$ cat config.mk
export PLATFORM = sky130hd
export DESIGN_NAME = rr_grant_sched
export DESIGN_NICKNAME = d
export VERILOG_FILES = /design/src/rtl/rr_grant_sched.sv
export SDC_FILE = /design/constraint.sdc
export NUM_CORES = 1
export LEC_CHECK = 0
export CELL_PAD_IN_SITES_DETAIL_PLACEMENT = 1
export CELL_PAD_IN_SITES_GLOBAL_PLACEMENT = 1
export CORE_MARGIN = 4
export CORE_UTILIZATION = 32
export CTS_CLUSTER_DIAMETER = 80
export CTS_CLUSTER_SIZE = 25
export DETAILED_ROUTE_END_ITERATION = 16
export PLACE_DENSITY = 0.67
export SETUP_SLACK_MARGIN = 0.3
export SLEW_MARGIN = 0
export SYNTH_ARGS = -nofsm -noshare
export SYNTH_HDL_FRONTEND = slang
export SYNTH_SLANG_ARGS = --single-unit
$ cat constraint.sdc
create_clock -name clock -period 1.5 [get_ports clock]
set_input_delay 0.3 -clock clock [delete_from_list [all_inputs] [get_ports clock]]
set_output_delay 0.3 -clock clock [all_outputs]
set_load 0.005 [all_outputs]
$ cat src/rtl/rr_grant_sched.sv
// Four-way round-robin grant scheduler with a one-cycle turnaround gap between owners.
// Optional forced release after MAX_HOLD contended cycles: define RR_GRANT_SCHED_HOLD_LIMIT_EN.
module rr_grant_sched #(
    parameter int unsigned NREQ     = 4,
    parameter int unsigned ID_W     = 2,
    parameter int unsigned HOLD_W   = 4,
    parameter int unsigned MAX_HOLD = 8
) (
    input  logic            clock,
    input  logic            reset_n,
    input  logic [NREQ-1:0] req,
    output logic [NREQ-1:0] gnt,
    output logic [ID_W-1:0] gnt_id,
    output logic            busy,
    output logic            timeout
);

    typedef enum logic [1:0] {StIdle, StGrant, StGap} state_e;

    if (NREQ != (2 ** ID_W)) begin : g_bad_nreq
        $error("NREQ must equal 2**ID_W");
    end
    if (MAX_HOLD < 1 || MAX_HOLD > (2 ** HOLD_W) - 1) begin : g_bad_max_hold
        $error("MAX_HOLD out of range for HOLD_W");
    end

    state_e          state_q, state_d;
    logic [NREQ-1:0] gnt_q, gnt_d;
    logic [ID_W-1:0] gnt_id_q, gnt_id_d;
    logic [ID_W-1:0] ptr_q, ptr_d;
`ifdef RR_GRANT_SCHED_HOLD_LIMIT_EN
    logic [HOLD_W-1:0] hold_cnt_q, hold_cnt_d;
    logic              timeout_q, timeout_d;
`endif

    logic            win_vld;
    logic [ID_W-1:0] win_id;
    logic [ID_W-1:0] scan_idx;

    // Scan from ptr upward; the ID_W-bit add wraps NREQ-1 -> 0.
    always_comb begin
        win_vld  = 1'b0;
        win_id   = ptr_q;
        scan_idx = '0;
        for (int i = 0; i < NREQ; i++) begin
            scan_idx = ptr_q + ID_W'(i);
            if (!win_vld && req[scan_idx]) begin
                win_vld = 1'b1;
                win_id  = scan_idx;
            end
        end
    end

    always_comb begin
        state_d    = state_q;
        gnt_d      = gnt_q;
        gnt_id_d   = gnt_id_q;
        ptr_d      = ptr_q;
`ifdef RR_GRANT_SCHED_HOLD_LIMIT_EN
        hold_cnt_d = hold_cnt_q;
        timeout_d  = 1'b0;
`endif
        case (state_q)
            StIdle, StGap: begin
                if (win_vld) begin
                    state_d    = StGrant;
                    gnt_d      = {{(NREQ-1){1'b0}}, 1'b1} << win_id;
                    gnt_id_d   = win_id;
                    ptr_d      = win_id + ID_W'(1);
`ifdef RR_GRANT_SCHED_HOLD_LIMIT_EN
                    hold_cnt_d = HOLD_W'(1);
`endif
                end else begin
                    state_d = StIdle;
                    gnt_d   = '0;
                end
            end
            StGrant: begin
                if (!req[gnt_id_q]) begin
                    state_d = StGap;
                    gnt_d   = '0;
`ifdef RR_GRANT_SCHED_HOLD_LIMIT_EN
                end else if (hold_cnt_q == HOLD_W'(MAX_HOLD) && |(req & ~gnt_q)) begin
                    state_d   = StGap;
                    gnt_d     = '0;
                    timeout_d = 1'b1;
                end else if (hold_cnt_q != HOLD_W'(MAX_HOLD)) begin
                    hold_cnt_d = hold_cnt_q + HOLD_W'(1);
`endif
                end
            end
            default: begin
                state_d = StIdle;
                gnt_d   = '0;
            end
        endcase
    end

    always_ff @(posedge clock or negedge reset_n) begin
        if (!reset_n) begin
            state_q    <= StIdle;
            gnt_q      <= '0;
            gnt_id_q   <= '0;
            ptr_q      <= '0;
`ifdef RR_GRANT_SCHED_HOLD_LIMIT_EN
            hold_cnt_q <= '0;
            timeout_q  <= 1'b0;
`endif
        end else begin
            state_q    <= state_d;
            gnt_q      <= gnt_d;
            gnt_id_q   <= gnt_id_d;
            ptr_q      <= ptr_d;
`ifdef RR_GRANT_SCHED_HOLD_LIMIT_EN
            hold_cnt_q <= hold_cnt_d;
            timeout_q  <= timeout_d;
`endif
        end
    end

    assign gnt    = gnt_q;
    assign gnt_id = gnt_id_q;
    assign busy   = (state_q != StIdle);
`ifdef RR_GRANT_SCHED_HOLD_LIMIT_EN
    assign timeout = timeout_q;
`else
    assign timeout = 1'b0;
`endif

endmodule

# --- Yosys cells after proc, flatten, opt, wreduce, memory -nomap -nowiden ---
# Cells that the tools add are included.
totals:
  reg_bits: 10
  wordCells: 50
classes:
  eq_ne: 3
  add_sub_neg: 4
  reduce_logical: 10
  mux: 23
  n_lt_le_gt_ge: 5
  n_shift: 1
ops:
  columns: ["operator", "n"]
  rows:
  - ["$lt A2 B3 Y1 const B", 5]
  - ["$bmux W1 S2", 5]
  - ["$mux W1", 10]
  - ["$mux W2", 4]
  - ["$mux W4", 2]
  - ["$pmux W4 S2", 1]
  - ["$add A2 B1 Y2 const B", 2]
  - ["$add A2 B2 Y2 const B", 2]
  - ["$pmux W2 S2", 1]
  - ["$shl A1 B2 Y4 const A", 1]
  - ["$logic_and A1 B1 Y1", 3]
  - ["$logic_not A1 Y1", 3]
  - ["$eq A2 B1 Y1 const B", 1]
  - ["$eq A2 B2 Y1 const B", 1]
  - ["$logic_not A2 Y1", 1]
  - ["$ne A2 B2 Y1 const B", 1]
  - ["$reduce_and A2 Y1", 1]
  - ["$reduce_bool A2 Y1", 1]
  - ["$reduce_or A2 Y1", 1]

# --- Depth between registers and ports, before layout ---
# Gate-level depths: netlist of the first run.
depth:
  depth_word: 15
  ltp_mapped: 5
  mapped_depth_nobuf: 5

# --- Worst setup path after synthesis of the first run ---
# No wires, ideal clock.
synth_path:
  path_type: "reg2reg"
  from: "reg ptr_q[1]"
  to: "reg ptr_q[1]"
  required_time_ns: 1.375
  t_arrival_ns: 1.486
  slack_ns: -0.111
  synth_period_minus_slack_ns: 1.611
  path_stages_with_launch: 6
  setup_ns: 0.125
  path_cell_list: "dfrtp_1 -> nor3b_1 -> a221o_1 -> nor2_1 -> ha_1 -> mux2_4"
synth_via:
  elab_chain_len: 13
  elab_cells_between_ends: 26
synth_lines:
  columns: ["item", "line", "rtl"]
  rows:
  - ["start: declaration", "30", "logic [ID_W-1:0] ptr_q, ptr_d;"]
  - ["start signal: assignment", "113", "ptr_q <= ptr_d;"]
  - ["parallel branches: the longest is 11 deep, another holds $add A2 B1 Y2", null, null]
  - ["$mux W2 *", "47", "if (!win_vld && req[scan_idx]) begin"]
  - ["net win_id[0]", "37", "logic [ID_W-1:0] win_id;"]
  - ["$add A2 B1 Y2 *", "69", "ptr_d = win_id + ID_W'(1);"]
# Mark *: on every way through the listed nets, which the timed path passes. The select of a mux whose other input is x is not followed.
# A chain may end at the register's enable or synchronous reset.

# --- Worst setup path in the final report of the first run ---
# Ends and elaborated chain as after synthesis.

==> run_results.csv, run 1 <==
group,metric,value,unit
layout,area_growth,79.0,%
pwr,seq_power_share,0.260,
yosys,synth_cell_type_count,28,
layout,instances_no_fill,121,
yosys,ys_seq_area_frac,0.417,
setup_path,timing.rr.end,"ptr_q[1]",
pwr,sw_frac_of_total,0.365,
run_status,run_status,"finished with violations",
clocking,cts_inserted_buffers,3,
routing,wl_per_cell,16.6,um
pwr,switching_power,0.735,mW
clocking,root_buffer,"clkbuf_4",
place,place_inst,107,
routing,drc_errors,0,
pwr,power_frac_comb,0.649,
setup_path,cpMaxStageDelayCell,"dfrtp_2",
setup_path,required,1650,ps
setup_path,path_cells,"o22ai_1, a221o_1, nor2_2, ha_1, mux2_4",
routing,viasPerCell,5.02,
yosys,synth_edf_count,0,
yosys,synth_top_cells_by_count,"dfrtp_1, a22o_1, ha_1, nor2_1, or2_1",
timing,min_period_over_period,1.12,
layout,n_fill_cell,192,
timing,fmax,0.595,GHz
yosys,yosysTopAreaCellShare,0.417,
setup_path,endpoint_kind,"register",
layout,regArea,253,sq um
hold_path,hold_path.class,"input port to async pin",
setup_path,worstSetupPathType,"register to register",
clocking,clk_pin_slew,60,ps
yosys,ys_ff_latch,10,
yosys,synth_ff_type,"dfrtp_1",
pwr,clockPowerShare,0.090,
run_status,violations,"negative setup slack",
clocking,cts_buffer_depth,2,
routing,final_antenna_net_count,0,
clocking,cts_tree,"yes",
yosys,syn_area_per_cell,11.3,sq um
timing,slew_viol_final,0,
pwr,irDropWorstVdd,927,uV
setup_path,crit_fanout,5,
routing,first_pass_iters,4,
pwr,cellLeakagePower,0.498,nW
layout,layout-drive-gt1-share,0.625,
setup_path,start_kind,"register",
floorplan,ios,14,
timing,fin_crit,1680,ps
yosys,yosysWarningCount,0,
clocking,htreeDepth,1,
layout,nNetsFinal,108,
pwr,powerDensity,1870,nW/um^2
floorplan,start_util,0.344,
place,port_buffers,12,
timing,hold_viol_final,0,
place,detailed_place_hpwl,1260,um
timing,fin_ws,-181,ps
setup_path,startpoint,"ptr_q[1]",
routing,vias,607,
floorplan,die_w,51.3,um
yosys,synth.most_common_cell,"dfrtp_1",
clocking,cts.sinks,10,
timing,setup_violations,7,
timing,fin_skew,1.39,ps
global_routing,antenna_found_initial,0,
routing,first_iter_violations,5,
yosys,synth_area_leaders,"dfrtp_1, ha_1, a22o_1, or2_1, mux4_2",
floorplan,die_area,2630,sq um
yosys,synthArstFlopShare,1.00,
global_routing,grt_usage,0.167,
setup_path,r2r-start,"ptr_q[1]",
layout,n_antenna_cell,0,
floorplan,dieHeight,51.3,um
setup_path,r2r_cells,5,
floorplan,row_count,15,
floorplan,core_area,1750,sq um
global_routing,gr-total-overflow,0,
global_routing,grt_pass1_vias,684,
routing,routed_wl,2010,um
global_routing,grt_pass1_wl,3130,um
yosys,syn_inst,53,
global_routing,grt_max_degree,11,
pwr,internal-power,1.28,mW
setup_path,r2r_slack,-180,ps
place,gp_congestion,0.773,
job,maxCapViolations,0,
pwr,power.total,2.01,mW
layout,multi_input_area,413,sq um
setup_path,max_stage_delay,450,ps
yosys,yosys.area.top_type,"dfrtp_1",
yosys,netlist_area,601,sq um
setup_path,cp.arrival,1830,ps
yosys,synth_nets,63,
clocking,clock_latency,260,ps
timing,rsz0062_at_grt,"true",
## sequential cells by signal (all words and copies together), names as in the netlist
name,count
ptr_q,2
state_q,2
gnt,4
gnt_id,2
## repair_timing
action	in CTS	in global routing
resized for setup	41	13
endpoints found under the setup margin	17	15
cloned	0	0
hold buffers	0	0
pin swaps	6	5
setup buffers	6	5
## cell type report
cell class,count,share of cell area
inverters,2,0.00698
multi-input cells,40,0.384
well taps,25,0.0291
repair buffers,41,0.324
flip-flops and latches,10,0.235
clock buffers,3,0.0210
## logic make-up after synthesis
kind of cell	after synthesis	synth area share
fa+ha+maj	4	0.0833
compound gates	15	0.200
mux	2	0.0625
buf+inv	3	0.0250
flops	10	0.417
other cells	1	0.00624
simple gates	18	0.206
## cells in the final DEF, fill, tap and decap left out, types with 2 or more instances in the layout
master | netlist | routed
nor2_1 | 4 | 3
ha_2 | 0 | 2
or2_1 | 4 | 2
nand2b_1 | 2 | 2
nor3b_4 | 1 | 2
a22o_1 | 4 | 4
o21ai_0 | 2 | 2
dfrtp_2 | 0 | 2
clkdlybuf4s15_2 | 0 | 2
or2_4 | 0 | 3
dfrtp_1 | 10 | 8
inv_1 | 2 | 2
clkdlybuf4s15_1 | 0 | 3
buf_4 | 1 | 25
buf_6 | 0 | 7
clkbuf_4 | 0 | 3
clkbuf_2 | 0 | 2
nor2_2 | 1 | 2
## routing by layer
layer,global-route usage,part of all wire,vias to the layer above
met4,0.0742,0.038,0
met3,0.0700,0.039,8
met5,0,0,-
met1,0.176,0.39,301
met2,0.288,0.53,17
li1,-,-,281
## power groups by stage
stage | Combinational, mW | Sequential, mW | Clock [mW]
6_report | 1.31 | 0.524 | 0.182
3_3_place_gp | 0.902 | 0.506 | 0
5_1_grt | 1.41 | 0.543 | 0.205
4_1_cts | 1.11 | 0.511 | 0.180
3_5_place_dp | 0.940 | 0.509 | 0
2_1_floorplan | 0.435 | 0.513 | 0
## critical path, delay by kind of cell (launching register included)
kind | cells | cell delay, ps
adder cells (fa/ha/maj) | 1 | 250
AO/OA/AOI/OAI | 2 | 470
multiplexers | 1 | 250
flip-flops | 1 | 450
AND/OR/NAND/NOR | 1 | 150
## worst max path at each step
stage	end	slack (ps)
CTS	gnt[2]	-140
global placement	ptr_q[1]	-620
finish	ptr_q[1]	-180
global route	ptr_q[1]	-250
floorplan	ptr_q[1]	-80
detailed placement	ptr_q[1]	-680
## stage by stage
step | TNS (ps) | cell area, sq um | hold WS (ps) | setup WS (ps) | utilization
6_report | -897 | 1070 | 357 | -181 | 0.616
3_3_place_gp | -4310 | 885 | 487 | -617 | 0.507
3_5_place_dp | -4760 | 885 | 489 | -679 | 0.507
5_1_grt | -1270 | 1070 | 386 | -250 | 0.616
2_1_floorplan | -203 | 606 | 4.41 | -75.1 | -
4_1_cts | -558 | 1010 | 373 | -141 | 0.577
Note: power is estimated with default switching activity, not from simulation.
==> run 2, diff against run 1 <==
- TNS_END_PERCENT: unset -> 20
==> run 2 against run 1 <==
  * The run still ends with negative setup slack left
  * Total power fell by 19%
  * Utilization fell by 8.7 points
  * Die area did not move
  * Highest routed layer unchanged
  * Non-clock buffer count fell by 13
  * Sequential cell count did not move
  * Final area fell by 14%
==> run_results.csv, run 2 (synthesis gave the netlist of run 1 again) <==
group,metric,value,unit
run_status,run_status,"finished with violations",
run_status,violations,"negative setup slack",
routing,viasPerCell,4.93,
setup_path,r2r_cells,5,
layout,largest_reg_flops,4,
place,port_buffers,12,
timing,holdWs,350,ps
global_routing,antenna_found_initial,0,
timing,fin_skew,4.29,ps
floorplan,row_count,15,
pwr,power.total,1.64,mW
layout,n_fill_cell,206,
routing,routed_wl,1540,um
timing,hold_viol_final,0,
setup_path,r2r_slack,-160,ps
setup_path,r2r-start,"ptr_q[1]",
timing,setup_tns,-588,ps
layout,multi_input_area,385,sq um
routing,first_pass_iters,2,
floorplan,start_util,0.344,
timing,fin_crit,1660,ps
routing,top_layer,"met4",
layout,regArea,251,sq um
pwr,cellLeakagePower,0.424,nW
global_routing,grt_max_degree,11,
global_routing,grt_usage,0.140,
routing,wl_met1,655,um
global_routing,grt_pass1_vias,591,
job,maxCapViolations,0,
timing,rsz0062_at_grt,"true",
layout,layout-drive-gt1-share,0.494,
pwr,powerDensity,1770,nW/um^2
layout,nNetsFinal,95,
layout,final_common_cell,"buf_4",
pwr,irDropWorstVdd,720,uV
floorplan,ios,14,
routing,routed-wl-met2,807,um
timing,fin_ws,-158,ps
setup_path,max_stage_delay,420,ps
setup_path,crit_fanout,4,
setup_path,required,1640,ps
place,gp_congestion,0.729,
floorplan,core_area,1750,sq um
routing,vias,532,
timing,slew_viol_final,0,
setup_path,cp.arrival,1800,ps
hold_path,hold_path.class,"input port to async pin",
setup_path,timing.rr.end,"ptr_q[1]",
clocking,clk_pin_slew,70,ps
clocking,cts_buffer_depth,2,
floorplan,die_w,51.3,um
setup_path,path_cells,"o22ai_1, a221o_1, nor2_2, ha_1, mux2_4",
timing,min_period_over_period,1.11,
layout,area_growth,53.8,%
clocking,clock_latency,260,ps
routing,wl_per_cell,14.2,um
place,post_dp_cell_area,862,sq um
setup_path,cp_top_family,"compound AO/OA/AOI/OAI gates",
routing,first_iter_violations,1,
global_routing,grt_pass1_wl,2740,um
place,dp_worst_setup_slack,-680,ps
setup_path,endpoint_kind,"register",
timing,fmax,0.603,GHz
layout,layout_common_cells,"buf_4, dfrtp_1, clkdlybuf4s15_1, a22o_1",
routing,drc_errors,0,
clocking,cts.sinks,10,
clocking,cts_inserted_buffers,3,
layout,n_antenna_cell,0,
routing,met3WireLength,66,um
setup_path,worstSetupPathType,"register to register",
global_routing,gr-total-overflow,0,
clocking,htreeDepth,1,
clocking,root_buffer,"clkbuf_4",
setup_path,start_kind,"register",
routing,final_antenna_net_count,0,
timing,setup_violations,4,
layout,fin_area,923,sq um
setup_path,path_buf_inv,0,
place,detailed_place_hpwl,1180,um
clocking,cts_tree,"yes",
floorplan,dieHeight,51.3,um
floorplan,die_area,2630,sq um
setup_path,cpMaxStageDelayCell,"dfrtp_2",
[run 2: worst max path at each step]
stage	from	to	slack, ps	cells past startpoint
after detailed placement	req[1]	ptr_q[1]	-680	6
after CTS	ptr_q[0]	gnt[2]	-180	5
after floorplan	ptr_q[1]	ptr_q[1]	-80	5
final	ptr_q[1]	ptr_q[1]	-160	5
after global placement	req[1]	gnt[2]	-630	6
after global routing	ptr_q[0]	ptr_q[1]	-220	5
[run 2: power by group]
part	leakage [nW]	total, mW	internal [mW]	switching (mW)
clock	0.0138	0.180	0.0924	0.0876
sequential	0.124	0.511	0.400	0.110
combinational	0.286	0.948	0.559	0.389
total	0.424	1.64	1.05	0.586
[run 2: metrics by stage]
step,std cells,util
after floorplan,53,-
after global placement,104,0.494
after global routing,108,0.529
after CTS,108,0.529
final,108,0.529
after detailed placement,104,0.494
[run 2: routing by layer]
metal	track usage	up-vias
met5	0	-
met4	0.0131	0
met3	0.0554	2
li1	-	254
met1	0.167	268
met2	0.247	8
[run 2: area by class of cell]
type                            count  area share
Clock buffer                        3      0.0244
Timing Repair Buffer               28       0.244
Sequential cell                    10       0.272
Inverter                            2     0.00813
Tap cell                           25      0.0339
Multi-Input combinational cell     40       0.417
[run 2: timing repair]
item                                    in CTS  in global routing
hold buffers                                 0                  0
endpoints found under the setup margin      17                 12
gates resized for setup                     36                  4
buffers inserted                             1                  0
pin swaps                                   13                  4
cloned                                       0                  0
==> run 3, diff against run 2 <==
- PLACE_DENSITY: 0.67 -> unset
- PLACE_DENSITY_LB_ADDON: unset -> 0.1
==> run 3 against run 2 <==
  * The run still ends with negative setup slack left
  * Critical path depth rose by 1
  * Routed wire length is 0.98% lower
  * Register-to-register slack about the same
  * Hold slack got worse by 9.8 ps
  * Non-clock buffer count fell by 1
  * Total power is 1.4% higher
  * Clock power grew 38%
  * Sequential power decreased by 2%
  * Critical endpoint is now gnt[1]
==> run_results.csv, run 3 (synthesis gave the netlist of run 1 again) <==
group,metric,value,unit
setup_path,r2r_slack,-170,ps
job,maxCapViolations,0,
setup_path,required,1660,ps
global_routing,grt_pass1_vias,539,
setup_path,worstSetupPathType,"register to register",
layout,nNetsFinal,94,
timing,fin_crit,1670,ps
clocking,clk_pin_slew,70,ps
layout,n_antenna_cell,0,
layout,fin_util,0.518,
pwr,irDropWorstVdd,860,uV
floorplan,row_count,15,
floorplan,die_w,51.3,um
setup_path,max_stage_delay,440,ps
place,post_dp_cell_area,855,sq um
pwr,power.total,1.66,mW
global_routing,gr-total-overflow,0,
clocking,cts_inserted_buffers,3,
timing,fin_ws,-173,ps
routing,first_iter_violations,4,
routing,final_antenna_net_count,0,
clocking,cts.sinks,10,
timing,fmax,0.598,GHz
place,port_buffers,12,
setup_path,cpMaxStageDelayCell,"dfrtp_1",
global_routing,antenna_found_initial,0,
timing,min_period_over_period,1.12,
floorplan,start_util,0.344,
pwr,seq_power_share,0.302,
clocking,cts_buffer_depth,2,
timing,setup_tns,-661,ps
setup_path,timing.rr.end,"gnt[1]",
timing,rsz0062_at_grt,"true",
routing,viasPerCell,4.70,
floorplan,die_area,2630,sq um
global_routing,grt_max_degree,11,
floorplan,ios,14,
pwr,powerDensity,1840,nW/um^2
place,gp_congestion,0.722,
timing,fin_skew,6.62,ps
place,dp_worst_setup_slack,-698,ps
timing,slew_viol_final,0,
pwr,sw_frac_of_total,0.358,
clocking,root_buffer,"clkbuf_4",
pwr,switching_power,0.595,mW
layout,instances_no_fill,108,
run_status,run_status,"finished with violations",
setup_path,endpoint_kind,"register",
setup_path,start_kind,"register",
floorplan,core_area,1750,sq um
layout,largest_reg_flops,4,
hold_path,hold_path.class,"input port to async pin",
routing,drc_errors,0,
layout,final_common_cell,"buf_4",
layout,area_growth,50.4,%
place,detailed_place_hpwl,1200,um
floorplan,dieHeight,51.3,um
layout,layout_common_cells,"buf_4, dfrtp_1, clkbuf_2, a22o_1",
routing,routed_wl,1520,um
pwr,clockPowerShare,0.150,
layout,layout-drive-gt1-share,0.518,
pwr,cellLeakagePower,0.421,nW
routing,wl_per_cell,14.1,um
layout,fin_area,903,sq um
setup_path,crit_fanout,4,
clocking,htreeDepth,1,
clocking,holdBufCountCts,0,
setup_path,r2r_cells,6,
timing,setup_violations,4,
timing,hold_viol_final,0,
timing,holdWs,340,ps
global_routing,grt_pass1_wl,2490,um
clocking,cts_tree,"yes",
run_status,violations,"negative setup slack",
setup_path,cp.arrival,1840,ps
setup_path,path_cells,"nor3b_2, a2111oi_2, buf_4, or2_1, ha_1, a22o_1",
place,place_inst,103,
pwr,internal-power,1.07,mW
pwr,power_frac_comb,0.548,
clocking,clock_latency,270,ps
routing,vias,508,
routing,first_pass_iters,2,
setup_path,r2r-start,"ptr_q[1]",
global_routing,grt_usage,0.130,
-- run 3: worst max-delay path by stage --
stage,from,end,cells past startpoint
after floorplan,ptr_q[1],ptr_q[1],5
after global placement,req[1],ptr_q[1],6
after detailed placement,req[1],ptr_q[1],6
after CTS,ptr_q[1],gnt[2],5
after global routing,ptr_q[1],gnt[0],6
final,ptr_q[1],gnt[1],6
-- run 3: cell type report --
cell class	instances	area (sq um)
fill	197	842
multi-input combinational	40	375
sequential	10	250
timing repair buffer	27	203
clock buffer	4	36.3
tap	25	31.3
inverter	2	7.51
-- run 3: metal layers --
layer	up-vias	wire, um	global-route usage
met1	248	700	0.167
met4	0	0	0.0131
li1	251	-	-
met5	-	0	0
met3	0	78	0.0641
met2	9	742	0.202
-- run 3: worst max-delay path, delay by kind of cell (launching register included) --
kind	cells	cell delay (ps)
DFF	1	440
buffers and inverters	1	150
adders and majority gates	1	190
AOI/OAI and AO/OA	2	290
and+or+nand+nor	2	490
-- run 3: timing repair --
| item | CTS | global route |
|---|---|---|
| setup buffers | 0 | 1 |
| pin swaps | 11 | 6 |
| setup endpoints to repair | 17 | 15 |
| gates resized for setup | 34 | 6 |
-- run 3: power by group through the flow --
| stage | Sequential (mW) | Combinational [mW] | Clock, mW |
|---|---|---|---|
| after floorplan | 0.513 | 0.434 | 0 |
| after global placement | 0.499 | 0.890 | 0 |
| after detailed placement | 0.507 | 0.903 | 0 |
| after CTS | 0.504 | 0.926 | 0.255 |
| after global routing | 0.518 | 1.00 | 0.278 |
| final | 0.502 | 0.911 | 0.249 |
